[config.mk]
export PLATFORM = sky130hd
export DESIGN_NAME = gcd_operand_loader_flat
export DESIGN_NICKNAME = d
export VERILOG_FILES = /design/src/rtl/gcd_pkg.sv /design/src/rtl/gcd_operand_loader_if.sv /design/src/rtl/btn_debounce.sv /design/src/rtl/gcd_operand_loader.sv /design/src/flat_wrapper.sv
export SDC_FILE = /design/constraint.sdc
export NUM_CORES = 1
export LEC_CHECK = 0
export ABC_AREA = 1
export BUFFER_PORTS_ARGS = -buffer_cell sky130_fd_sc_hd__buf_2
export CORE_ASPECT_RATIO = 1.25
export CORE_MARGIN = 2
export CORE_UTILIZATION = 45
export DETAILED_ROUTE_END_ITERATION = 8
export PLACE_DENSITY = 0.69
export SETUP_SLACK_MARGIN = 0.02
export SYNTH_ARGS = -nofsm -noshare
export SYNTH_HDL_FRONTEND = slang
export SYNTH_HIERARCHICAL = 1
export SYNTH_SLANG_ARGS = --single-unit
[constraint.sdc]
create_clock -name clk -period 1.3 [get_ports clk]
set_input_delay 0.13 -clock clk [delete_from_list [all_inputs] [get_ports clk]]
set_output_delay 0.13 -clock clk [all_outputs]
set_load 0.1 [all_outputs]
[src/rtl/gcd_pkg.sv]
// gcd_pkg: encodings and default width shared by the GCD core and its operand loader.
package gcd_pkg;
   localparam int GCD_WIDTH = 5;
   typedef enum logic [2:0] {CAP_A, CAP_B, LOAD, WAIT, SHOW, ERR} state_t;
   typedef enum logic [1:0] {PH_ENTER_A, PH_ENTER_B, PH_BUSY, PH_SHOW} phase_t;
   function automatic phase_t phase_of(state_t s);
      return s == CAP_A ? PH_ENTER_A :
             s == CAP_B ? PH_ENTER_B :
             (s == LOAD || s == WAIT) ? PH_BUSY : PH_SHOW;
   endfunction
endpackage

[src/rtl/gcd_operand_loader_if.sv]
// gcd_operand_loader_if: operand/load/result bus between the loader (master) and the GCD core (slave).
interface gcd_operand_loader_if
   import gcd_pkg::*;
#(
   parameter int WIDTH = GCD_WIDTH
);
   logic [WIDTH-1:0] a_out;
   logic [WIDTH-1:0] b_out;
   logic [WIDTH-1:0] gcd_result;
   logic             load_n;
   logic             gcd_done;
   modport master (output a_out, b_out, load_n, input gcd_done, gcd_result);
   modport slave (input a_out, b_out, load_n, output gcd_done, gcd_result);
endinterface

[src/rtl/btn_debounce.sv]
// btn_debounce: synchronises an active-low button, accepts a level after DEBOUNCE_CYCLES
// consecutive differing samples, and pulses press for one cycle on each accepted 1->0 flip.
module btn_debounce #(
   parameter int DEBOUNCE_CYCLES = 16
) (
   input  logic clk,
   input  logic reset,
   input  logic btn_n,
   output logic press
);
   localparam int CW = $clog2(DEBOUNCE_CYCLES + 1);
   logic s1, s2, level;
   logic [CW-1:0] cnt;
   always_ff @(posedge clk or negedge reset) begin
      if (!reset) begin
         s1 <= 1'b1;
         s2 <= 1'b1;
         level <= 1'b1;
         cnt <= '0;
         press <= 1'b0;
      end else begin
         s1 <= btn_n;
         s2 <= s1;
         press <= 1'b0;
         if (s2 == level) cnt <= '0;
         else if (cnt == CW'(DEBOUNCE_CYCLES - 1)) begin
            cnt <= '0;
            level <= s2;
            press <= !s2;
         end else cnt <= cnt + 1'b1;
      end
   end
endmodule

[src/rtl/gcd_operand_loader.sv]
// gcd_operand_loader: button/switch operand entry for the GCD core; drives operands and the
// active-low load strobe, then waits (with timeout) for done and latches the result.
module gcd_operand_loader
   import gcd_pkg::*;
#(
   parameter int WIDTH = GCD_WIDTH,
   parameter int DEBOUNCE_CYCLES = 16,
   parameter int LOAD_HOLD_CYCLES = 2,
   parameter int TIMEOUT_CYCLES = 64
) (
   input  logic             clk,
   input  logic             reset,
   input  logic             btn_n,
   input  logic [WIDTH-1:0] sw,
   gcd_operand_loader_if.master core,
   output logic [WIDTH-1:0] result_q,
   output logic             result_valid,
   output logic [1:0]       phase,
   output logic             timeout_err
);
   localparam int CMAX = TIMEOUT_CYCLES > LOAD_HOLD_CYCLES ? TIMEOUT_CYCLES : LOAD_HOLD_CYCLES;
   localparam int CW = $clog2(CMAX + 1);
   state_t state, nxt;
   logic press, cap_a, cap_b, done_hit, tmo, clr_err;
   logic [WIDTH-1:0] sw_s1, sw_s2, a_q, b_q;
   logic [CW-1:0] cnt;

   btn_debounce #(.DEBOUNCE_CYCLES(DEBOUNCE_CYCLES)) u_deb (
      .clk(clk), .reset(reset), .btn_n(btn_n), .press(press)
   );

   always_ff @(posedge clk or negedge reset) begin
      if (!reset) begin
         state <= CAP_A;
         cnt <= '0;
      end else begin
         state <= nxt;
         cnt <= (nxt != state) ? '0 : (cnt == CW'(CMAX) ? cnt : cnt + 1'b1);
      end
   end

   // The first WAIT cycle (cnt==0) never qualifies done: the core may still show the previous one.
   always_comb begin
      nxt = state;
      cap_a = 1'b0;
      cap_b = 1'b0;
      done_hit = 1'b0;
      tmo = 1'b0;
      clr_err = 1'b0;
      case (state)
         CAP_A: if (press) begin cap_a = 1'b1; nxt = CAP_B; end
         CAP_B: if (press) begin cap_b = 1'b1; nxt = LOAD; end
         LOAD:  if (cnt == CW'(LOAD_HOLD_CYCLES)) nxt = WAIT;
         WAIT:  if (cnt != '0 && core.gcd_done) begin done_hit = 1'b1; nxt = SHOW; end
                else if (cnt == CW'(TIMEOUT_CYCLES - 1)) begin tmo = 1'b1; nxt = ERR; end
         SHOW:  if (press) begin cap_a = 1'b1; nxt = CAP_B; end
         ERR:   if (press) begin clr_err = 1'b1; nxt = CAP_A; end
         default: nxt = CAP_A;
      endcase
   end

   always_ff @(posedge clk or negedge reset) begin
      if (!reset) begin
         sw_s1 <= '0;
         sw_s2 <= '0;
         a_q <= '0;
         b_q <= '0;
         result_q <= '0;
         result_valid <= 1'b0;
         timeout_err <= 1'b0;
      end else begin
         sw_s1 <= sw;
         sw_s2 <= sw_s1;
         a_q <= cap_a ? sw_s2 : a_q;
         b_q <= cap_b ? sw_s2 : b_q;
         result_q <= done_hit ? core.gcd_result : result_q;
         result_valid <= done_hit ? 1'b1 : cap_b ? 1'b0 : result_valid;
         timeout_err <= tmo ? 1'b1 : clr_err ? 1'b0 : timeout_err;
      end
   end

   // LOAD's first cycle keeps load_n high so the fresh B operand is set up one cycle ahead.
   assign core.load_n = !(state == LOAD && cnt != '0);
   assign core.a_out = a_q;
   assign core.b_out = b_q;
   assign phase = phase_of(state);
endmodule

[src/flat_wrapper.sv]
// flat-port wrapper written by rule: the top's interface ports become plain ports
module gcd_operand_loader_flat import gcd_pkg::*;
#(
   parameter int WIDTH = GCD_WIDTH,
   parameter int DEBOUNCE_CYCLES = 16,
   parameter int LOAD_HOLD_CYCLES = 2,
   parameter int TIMEOUT_CYCLES = 64
)
  (clk, reset, btn_n, sw, result_q, result_valid, phase, timeout_err, core_a_out, core_b_out, core_load_n, core_gcd_done, core_gcd_result);
  gcd_operand_loader_if #(.WIDTH(WIDTH)) core_i ();
  input  logic clk;
  input  logic reset;
  input  logic btn_n;
  input  logic [WIDTH-1:0] sw;
  output logic [WIDTH-1:0] result_q;
  output logic result_valid;
  output logic [1:0] phase;
  output logic timeout_err;
  output wire logic [$bits(core_i.a_out)-1:0] core_a_out;
  output wire logic [$bits(core_i.b_out)-1:0] core_b_out;
  output wire logic [$bits(core_i.load_n)-1:0] core_load_n;
  input wire logic [$bits(core_i.gcd_done)-1:0] core_gcd_done;
  input wire logic [$bits(core_i.gcd_result)-1:0] core_gcd_result;
  assign core_a_out = core_i.a_out;
  assign core_b_out = core_i.b_out;
  assign core_load_n = core_i.load_n;
  assign core_i.gcd_done = core_gcd_done;
  assign core_i.gcd_result = core_gcd_result;
  gcd_operand_loader #(.WIDTH(WIDTH), .DEBOUNCE_CYCLES(DEBOUNCE_CYCLES), .LOAD_HOLD_CYCLES(LOAD_HOLD_CYCLES), .TIMEOUT_CYCLES(TIMEOUT_CYCLES)) u_core (.clk(clk), .reset(reset), .btn_n(btn_n), .sw(sw), .core(core_i), .result_q(result_q), .result_valid(result_valid), .phase(phase), .timeout_err(timeout_err));
endmodule
==> impl_metrics.toml <==
[worst_setup_path]
worstSetupPathType = "reg -> out"
worstSetupEndpoint = "core_load_n"
critPathArrivalTime_ps = 1420
crit_chain = "inv_2, ha_4, nand2_4, inv_2, nand2_2, buf_6, nand2_4, buf_12"
rr_endpoint = "u_core/cnt[4]"
critPathTopFamily = "buffers and inverters"
cp.depth = 8
worstPathMaxFanout = 2
r2r_slack_ps = -160
cp_slowest_cell = "dfrtp_1"
worstSetupEndpointType = "output pin"
cp-startpoint = "u_core/cnt[0]"
critPathBufInv = 4
startpoint_type = "flop"
worstPathRequired_ps = 1170
worst_r2r_path_depth = 11
slowest_delay_ps = 400
r2r_start = "u_core/cnt[0]"

[sta]
fmax_mhz = 645.2
slew_violations = 0
fin_skew_ps = 6.555
post-route-period-util = 1.192
relSlewSlack = 0.6706
finalSetupViolations = 15
hold_viol_final = 0
worst_pin_slew_ps = 497.5
setup_tns_ps = -1454
period_needed_ps = 1550
holdWs_ps = 40.20
rsz0062_at_grt = "true"
fin_ws_ps = -250.0

[layout]
nNetsFinal = 303
fillers = 316
drive_above_1_share = 0.4790
diodes = 0
layout_commonest_cell = "dfrtp_1"
layout_common_cells = "42 x dfrtp_1, 34 x nand2_1, 29 x buf_4"
area_growth_pct = 46.09

[route]
vias = 1587
ant_nets = 0
dr.pass1.iters = 4
drt-wirelength-per-cell_microns = 11.63
vias_per_cell = 4.640
drt_iter0_markers = 96
drt_wl_total_microns = 3976
drcViolationCount = 0

[clock_tree]
tritoncts = "built"
cts_buffers = 5
clk_path_buf_depth = 2
worstSkewPairLatency_ps = 310
htree_levels = 2
numClockSinks = 46
cts_root_buf = "clkbuf_8"
clkTransAtPathRegs_ps = 90

[grt]
grt_overflow = 0
antenna_found_initial = 0
grt_max_degree = 31
grt_pass1_vias = 1681
grt_pass1_wl_microns = 6789
track_usage = 0.1786

[die]
die_h_microns = 77.64
ios = 34
die_area_sq_um = 4884
coreArea_sq_um = 4131
fp.dieW_microns = 62.91
start_util = 0.4724
row_count = 26

[power_and_ir_drop]
irDropWorstVdd_v = 0.0005639
power_frac_seq = 0.592
power.switching_uw = 592.1
pwr-share-comb = 0.045
p_int_mw = 1.897
switching_share = 0.2379
p_leak_nw = 1.411
power_density_nw_per_um2 = 872.9
clock_power_share = 0.363
p_total_mw = 2.489

[logic_synthesis]
ys_ff_latch = 46
synth_area_sq_um = 1952
avgSynthCellArea_sq_um = 9.615
seq_area_frac_synth = 0.5917
synthDistinctLibCells = 25
synth_warnings = 6
synthesis.nets = 221
netlist_instances = 203

[hold_path]
hp-class = "in -> reg"
worstHoldPathCells = 3

[placement]
hpwl_microns = 2576
port-buffer-count = 33
post-place-ws_ps = -128.8
place.gp.congestion = 0.7983

[status]
violations = "setup timing"
status = "complete, but fails checks"

[flow_run]
drv_cap = 0
==> layer usage <==
layer	wire length, microns	GRT usage	up-vias
met3	148	0.04783	9
met5	0	0	-
met1	1654	0.1761	753
met4	75	0.08222	0
met2	2097	0.3404	26
li1	-	-	799
==> flip-flops by register name (all words and copies together), names as in the netlist <==
name / count
u_core/core.a_out: 5
u_core/cnt: 7
u_core/core.b_out: 5
u_core/u_deb/s1: 1
u_core/result_valid: 1
u_core/state: 3
u_core/u_deb/level: 1
u_core/timeout_err: 1
u_core/sw_s2: 5
u_core/u_deb/s2: 1
u_core/sw_s1: 5
u_core/u_deb/cnt: 5
u_core/result_q: 5
u_core/u_deb/press: 1
==> Yosys cell counts (all sizes together) <==
master | n | area [sq um]
nand2 | 51 | 216.5
dfrtp | 43 | 1076
nor2 | 29 | 158.9
inv | 27 | 101.3
nand3 | 13 | 65.06
o21ai | 11 | 55.05
a21oi | 4 | 27.53
ha | 4 | 50.05
nor3 | 4 | 20.02
xor2 | 4 | 35.03
dfstp | 3 | 78.83
nand4 | 3 | 18.77
xnor2 | 2 | 17.52
buf | 1 | 5.000
clkbuf | 1 | 3.750
nand3b | 1 | 7.510
o22ai | 1 | 6.260
o32ai | 1 | 8.760
==> cells by family (layout without fill, tap and decap cells) <==
kind of cell,after synthesis,in the layout,synth area share
simple gates,101,101,0.2494
flops,46,46,0.5917
buf+inv,29,112,0.05640
compound gates,17,17,0.05000
xor+xnor,6,6,0.02692
fa+ha+maj,4,4,0.02564
==> tightest hold or removal path: cells and delay by family <==
| kind | cells | cell delay (ps) |
|---|---|---|
| simple gates | 2 | 110 |
| buf+inv | 1 | 80 |
==> metrics by stage <==
| step | cell area (sq um) | instances | util |
|---|---|---|---|
| 3_5_place_dp | 2424 | 312 | 0.5866 |
| 6_report | 2851 | 342 | 0.6902 |
| 4_1_cts | 2746 | 337 | 0.6647 |
| 3_3_place_gp | 2424 | 312 | 0.5866 |
| 5_1_grt | 2851 | 342 | 0.6902 |
| 2_1_floorplan | 1987 | 203 | - |
==> power by group through the flow <==
stage	Clock, mW	Sequential (mW)	Combinational (mW)
global placement	0	1.50	0.0890
finish	0.904	1.47	0.113
detailed placement	0	1.50	0.0902
global route	0.995	1.48	0.130
CTS	0.929	1.47	0.108
floorplan	0	1.50	0.0303
==> how the worst min path moves through the flow <==
| stage | from | to | slack (ps) |
|---|---|---|---|
| 3_5_place_dp | reset | u_core/cnt[1] | 100 |
| 3_3_place_gp | reset | u_core/cnt[1] | 100 |
| 6_report | core_gcd_result[2] | u_core/result_q[2] | 40 |
| 4_1_cts | core_gcd_result[4] | u_core/result_q[4] | 40 |
| 5_1_grt | core_gcd_result[4] | u_core/result_q[4] | 50 |
| 2_1_floorplan | reset | u_core/cnt[0] | -170 |
==> final cells by class <==
type / count / area (sq um) / share of cell area
clock buffers: 5 / 68.82 / 0.02413
clock inverters: 3 / 25.02 / 0.008776
inverters: 27 / 103.9 / 0.03642
multi-input cells: 128 / 834.6 / 0.2927
flip-flops and latches: 46 / 1156 / 0.4054
well taps: 56 / 70.07 / 0.02457
repair buffers: 77 / 593.1 / 0.2080
==> timing repair <==
action	in CTS	in global routing
hold buffers	7	0
hold endpoints to repair	49	0
endpoints found under the setup margin	16	27
gates resized for setup	21	20
cloned	0	0
buffers inserted	10	5
pin swaps	11	8
Note: power is estimated with default switching activity, not from simulation.
